--- src/rtl/monitor_pkg.sv ---
// Shared types for the CPU self-test result monitor.
// Status codes are visible on the status output.
package monitor_pkg;

    typedef enum logic [1:0] {
        RUN     = 2'b00,
        PASS    = 2'b01,
        FAIL    = 2'b10,
        TIMEOUT = 2'b11
    } status_t;

    localparam int unsigned CNT_W = 8;

endpackage

--- src/rtl/trap_detector.sv ---
// Flags a CPU halt when the same opcode-fetch address repeats
// TRAP_REPEAT times in a row; halted is valid on the deciding edge.
module trap_detector
    import monitor_pkg::*;
#(
    parameter int TRAP_REPEAT = 3
) (
    input  logic        ph2,
    input  logic        resetb,
    input  logic        enable,
    input  logic        fetch,
    input  logic [15:0] address,
    output logic        halted,
    output logic [15:0] halt_pc
);

    logic [15:0]      prev;
    logic [CNT_W-1:0] cnt;
    logic [CNT_W-1:0] cnt_next;

    always_comb begin
        cnt_next = {{(CNT_W-1){1'b0}}, 1'b1};
        if (address == prev) begin
            cnt_next = (cnt == {CNT_W{1'b1}}) ? cnt : cnt + 1'b1;
        end
    end

    assign halted  = enable && fetch && (cnt_next == CNT_W'(TRAP_REPEAT));
    assign halt_pc = address;

    // Idle bus cycles leave the repeat history untouched.
    always_ff @(posedge ph2) begin
        if (!resetb) begin
            prev <= 16'h0000;
            cnt  <= '0;
        end else if (enable && fetch) begin
            prev <= address;
            cnt  <= cnt_next;
        end
    end

endmodule

--- src/rtl/result_monitor.sv ---
// Watches a CPU self-test: latches the signature byte, detects the final
// self-loop trap or a hang, and reports PASS/FAIL/TIMEOUT.
module result_monitor
    import monitor_pkg::*;
#(
    parameter logic [15:0] RESULT_ADDR    = 16'h0080,
    parameter logic [7:0]  EXPECTED       = 8'h1F,
    parameter int          TIMEOUT_CYCLES = 170,
    parameter int          TRAP_REPEAT    = 3
) (
    input  logic        ph2,
    input  logic        resetb,
    input  logic [15:0] address,
    input  logic [7:0]  wdata,
    input  logic        memwrite,
    input  logic        fetch,
    output logic [1:0]  status,
    output logic        done,
    output logic [7:0]  result,
    output logic [7:0]  wr_count,
    output logic [15:0] cycles,
    output logic [15:0] trap_pc
);

    status_t     state;
    status_t     state_next;
    logic        run;
    logic        hit;
    logic        halted;
    logic [15:0] halt_pc;
    logic [7:0]  eff_result;
    logic [15:0] cycles_next;

    assign run         = (state == RUN);
    assign hit         = memwrite && (address == RESULT_ADDR);
    // A signature write landing on the trap edge must be the one judged.
    assign eff_result  = hit ? wdata : result;
    assign cycles_next = (cycles == 16'hFFFF) ? cycles : cycles + 16'd1;

    trap_detector #(
        .TRAP_REPEAT (TRAP_REPEAT)
    ) u_trap (
        .ph2     (ph2),
        .resetb  (resetb),
        .enable  (run),
        .fetch   (fetch),
        .address (address),
        .halted  (halted),
        .halt_pc (halt_pc)
    );

    always_ff @(posedge ph2) begin
        if (!resetb) state <= RUN;
        else         state <= state_next;
    end

    always_comb begin
        state_next = state;
        if (run) begin
            if (halted) begin
                state_next = (eff_result == EXPECTED) ? PASS : FAIL;
            end else if (cycles_next == 16'(TIMEOUT_CYCLES)) begin
                state_next = TIMEOUT;
            end
        end
    end

    always_comb begin
        status = state;
        done   = !run;
    end

    always_ff @(posedge ph2) begin
        if (!resetb) begin
            result   <= 8'h00;
            wr_count <= 8'h00;
            cycles   <= 16'h0000;
            trap_pc  <= 16'h0000;
        end else if (run) begin
            if (hit) begin
                result   <= wdata;
                wr_count <= (wr_count == 8'hFF) ? wr_count : wr_count + 8'd1;
            end
            cycles <= cycles_next;
            if (halted) trap_pc <= halt_pc;
        end
    end

endmodule

--- config.mk ---
export PLATFORM = sky130hd
export DESIGN_NAME = result_monitor
export DESIGN_NICKNAME = d
export VERILOG_FILES = /design/src/rtl/monitor_pkg.sv /design/src/rtl/trap_detector.sv /design/src/rtl/result_monitor.sv
export SDC_FILE = /design/constraint.sdc
export NUM_CORES = 1
export LEC_CHECK = 0
export ABC_CLOCK_PERIOD_IN_PS = 3300
export CAP_MARGIN = 20
export CORE_MARGIN = 3
export CORE_UTILIZATION = 40
export CTS_CLUSTER_SIZE = 20
export DETAILED_ROUTE_END_ITERATION = 8
export PLACE_DENSITY = 0.71
export SLEW_MARGIN = 15
export SYNTH_ARGS = -nofsm -noshare
export SYNTH_HDL_FRONTEND = slang
export SYNTH_SLANG_ARGS = --single-unit
--- constraint.sdc ---
create_clock -name ph2 -period 3.3 [get_ports ph2]
set_input_delay 0.66 -clock ph2 [delete_from_list [all_inputs] [get_ports ph2]]
set_output_delay 0.66 -clock ph2 [all_outputs]
set_load 0.01 [all_outputs]
==> reports/metrics.yaml <==
run_status:
  status: "finished, final reports clean"
worst_setup_path:
  end_kind: "flip-flop"
  critical_path_class: "input port to flip-flop"
  worstPathRequired_ps: 3540
  cp-start-kind: "input port"
  worst-path-max-fanout: 8
  arrival_ps: 3070
yosys:
  synth-seq-area-share_pct: 40.7
  postSynthAreaPerCell_sq_um: 8.69
  synth_area_leaders: "dfxtp_1 41%, mux2i_1 7.7%, nor2_1 6.2%"
  synth_flop_cell: "dfxtp_1"
  synth_top_area_cell: "dfxtp_1"
  async_flop_share_pct: 0
  synth-edff-count: 0
  syn-instance-count: 419
  synth.distinct_cells: 56
  ys_seq_elements: 74
  netlist_area_sq_um: 3640
  ys.warnings.count: 0
  synth_fp_nets: 450
  synth.most_common_cell: "dfxtp_1"
  synth_common_cells: "74 x dfxtp_1, 60 x nor2_1, 50 x nand2_1"
  synth_top_area_share_pct: 40.7
route:
  vias_per_cell: 5.35
  wl_per_cell_microns: 14.6
  drcViolationCount: 0
  drtPass1Iterations: 4
  drt_wl_total_mm: 8.95
  drtIter0Drc: 107
  vias: 3278
  ant_nets: 0
timing:
  tightest_slew_ps: 779
  grt_setup_unrepaired: "no"
  slew_viol_final: 0
  skew_ps: 15.5
  period_needed_ps: 2830
  tns_ps: 0
  setup_viol: 0
  finalCritPeriodShare_pct: 85.9
  fmax_ghz: 0.353
  slew_headroom_pct: 47.6
  hold_violations: 0
final_layout:
  antennaDiodeCount: 0
  drive_above_1_share_pct: 8.12
  area_growth_pct: 30.9
  finalNonFillerCells: 613
  nNetsFinal: 531
  seq_area_sq_um: 1480
  multi_input_area_sq_um: 2060
  fillers: 817
placement:
  gp_congestion: 0.862
  io_buffers: 78
  hpwl_mm: 6.46
  placed_cells: 597
min_path:
  hold_class: "flip-flop to flip-flop"
clocking:
  tritoncts: "yes"
  cts.sinks: 74
  clkTransAtPathRegs_ps: 80
  cts_made_buffers: 9
  clockBufferDepth: 2
  post_cts_buffers: 0
  hold_buffers: 0
  clk_latency_ps: 360
  htreeDepth: 3
  cts_resized: 0
  cts_root_buf: "clkbuf_8"
global_routing:
  grt_max_degree: 33
  grt_pass1_vias: 3172
  track_usage_pct: 18.3
  antenna_found_initial: 0
  grt_overflow: 0
  grt_pass1_wl_mm: 15.2
power_and_ir_drop:
  powerDensity_nw_per_um2: 379
  p_leak_nw: 1.68
  peakVddDrop_uv: 208
floorplan:
  die_w_microns: 101
  core_sq_um: 8760
  rows: 34
  initial_utilization_pct: 41.5
  io_pins: 79
  fp.dieH_microns: 101
  die_area_sq_um: 10300
flow_run:
  drv_cap: 0
-- per-layer routing --
metal	track usage (%)	vias up	share of wire (%)
met4	6.34	0	1.4
met2	28.6	97	47
met1	24.9	1524	45
met5	0	-	0
li1	-	1648	-
met3	4.34	9	5.8
-- path summary, 6_finish.rpt --
kind	from	endpoint	slack, ps	cells after the start
worst max-delay path	address[2]	wr_count[7]	470	7
worst min-delay path	u_trap.prev[15]	u_trap.prev[15]	470	2
worst max register to register	cycles[1]	status[1]	580	7
worst min register to register	u_trap.prev[15]	u_trap.prev[15]	470	2
-- worst max-delay path, cell delays in order --
cell	delay, ps
clkdlybuf4s50_1	490
nor4_1	370
nand4b_1	240
or4b_1	710
nor4_1	390
xnor2_1	160
nor2_1	50
-- logic make-up (layout without fill, tap and decap cells) --
logic type	after synthesis	after routing	synth area share, %
flops	74	74	40.7
xor+xnor	37	37	8.90
buf+inv	25	111	2.85
mux	29	29	8.01
fa+ha+maj	3	3	1.03
compound gates	60	60	10.2
simple gates	191	191	28.3
-- power by group --
| part | switching (mW) | internal [mW] |
|---|---|---|
| clock | 0.378 | 0.362 |
| sequential | 0.0137 | 0.907 |
| combinational | 0.0774 | 0.0675 |
-- area by class of cell --
cell class / count / area share (%)
sequential: 74 / 31.1
clock inverter: 7 / 1.73
timing repair buffer: 86 / 17.9
inverter: 9 / 0.709
multi-input combinational: 320 / 43.1
clock buffer: 9 / 2.60
tap: 108 / 2.84
-- per-stage QoR --
stage | worst slack [ps] | total power, mW | cell area, sq um | util, % | hold slack, ps
after floorplan | 819 | 1.01 | 3640 | - | 448
after global placement | 172 | 1.09 | 4560 | 52.0 | 453
after detailed placement | 45.5 | 1.09 | 4560 | 52.0 | 458
after CTS | 434 | 1.82 | 4770 | 54.4 | 472
after global routing | 311 | 1.89 | 4770 | 54.4 | 489
final | 466 | 1.81 | 4770 | 54.4 | 469
-- cell usage in the layout, fill, tap and decap left out, types with 2 or more instances in the layout --
cell	count
o221a_2	2
nor4_1	10
a21o_1	2
a31oi_1	3
inv_6	3
and2_1	3
nand4b_1	3
xnor2_1	12
mux2i_1	28
o21ai_0	9
a21oi_1	29
or3_1	7
and3_1	5
a311oi_1	2
dfxtp_1	74
nor4_4	6
inv_1	7
clkdlybuf4s50_1	78
buf_4	7
nor3b_1	2
nand2_1	50
ha_1	3
xor2_1	25
nand4_1	7
clkinvlp_4	2
nor3_1	12
nor2_1	60
clkbuf_8	9
nand3_1	13
-- sequential cells by signal, indices dropped and copies added (netlist names) --
signal,count
result,8
status,2
u_trap.cnt,8
cycles,16
u_trap.prev,16
wr_count,8
trap_pc,16
Power figures use the tool's default switching activity.
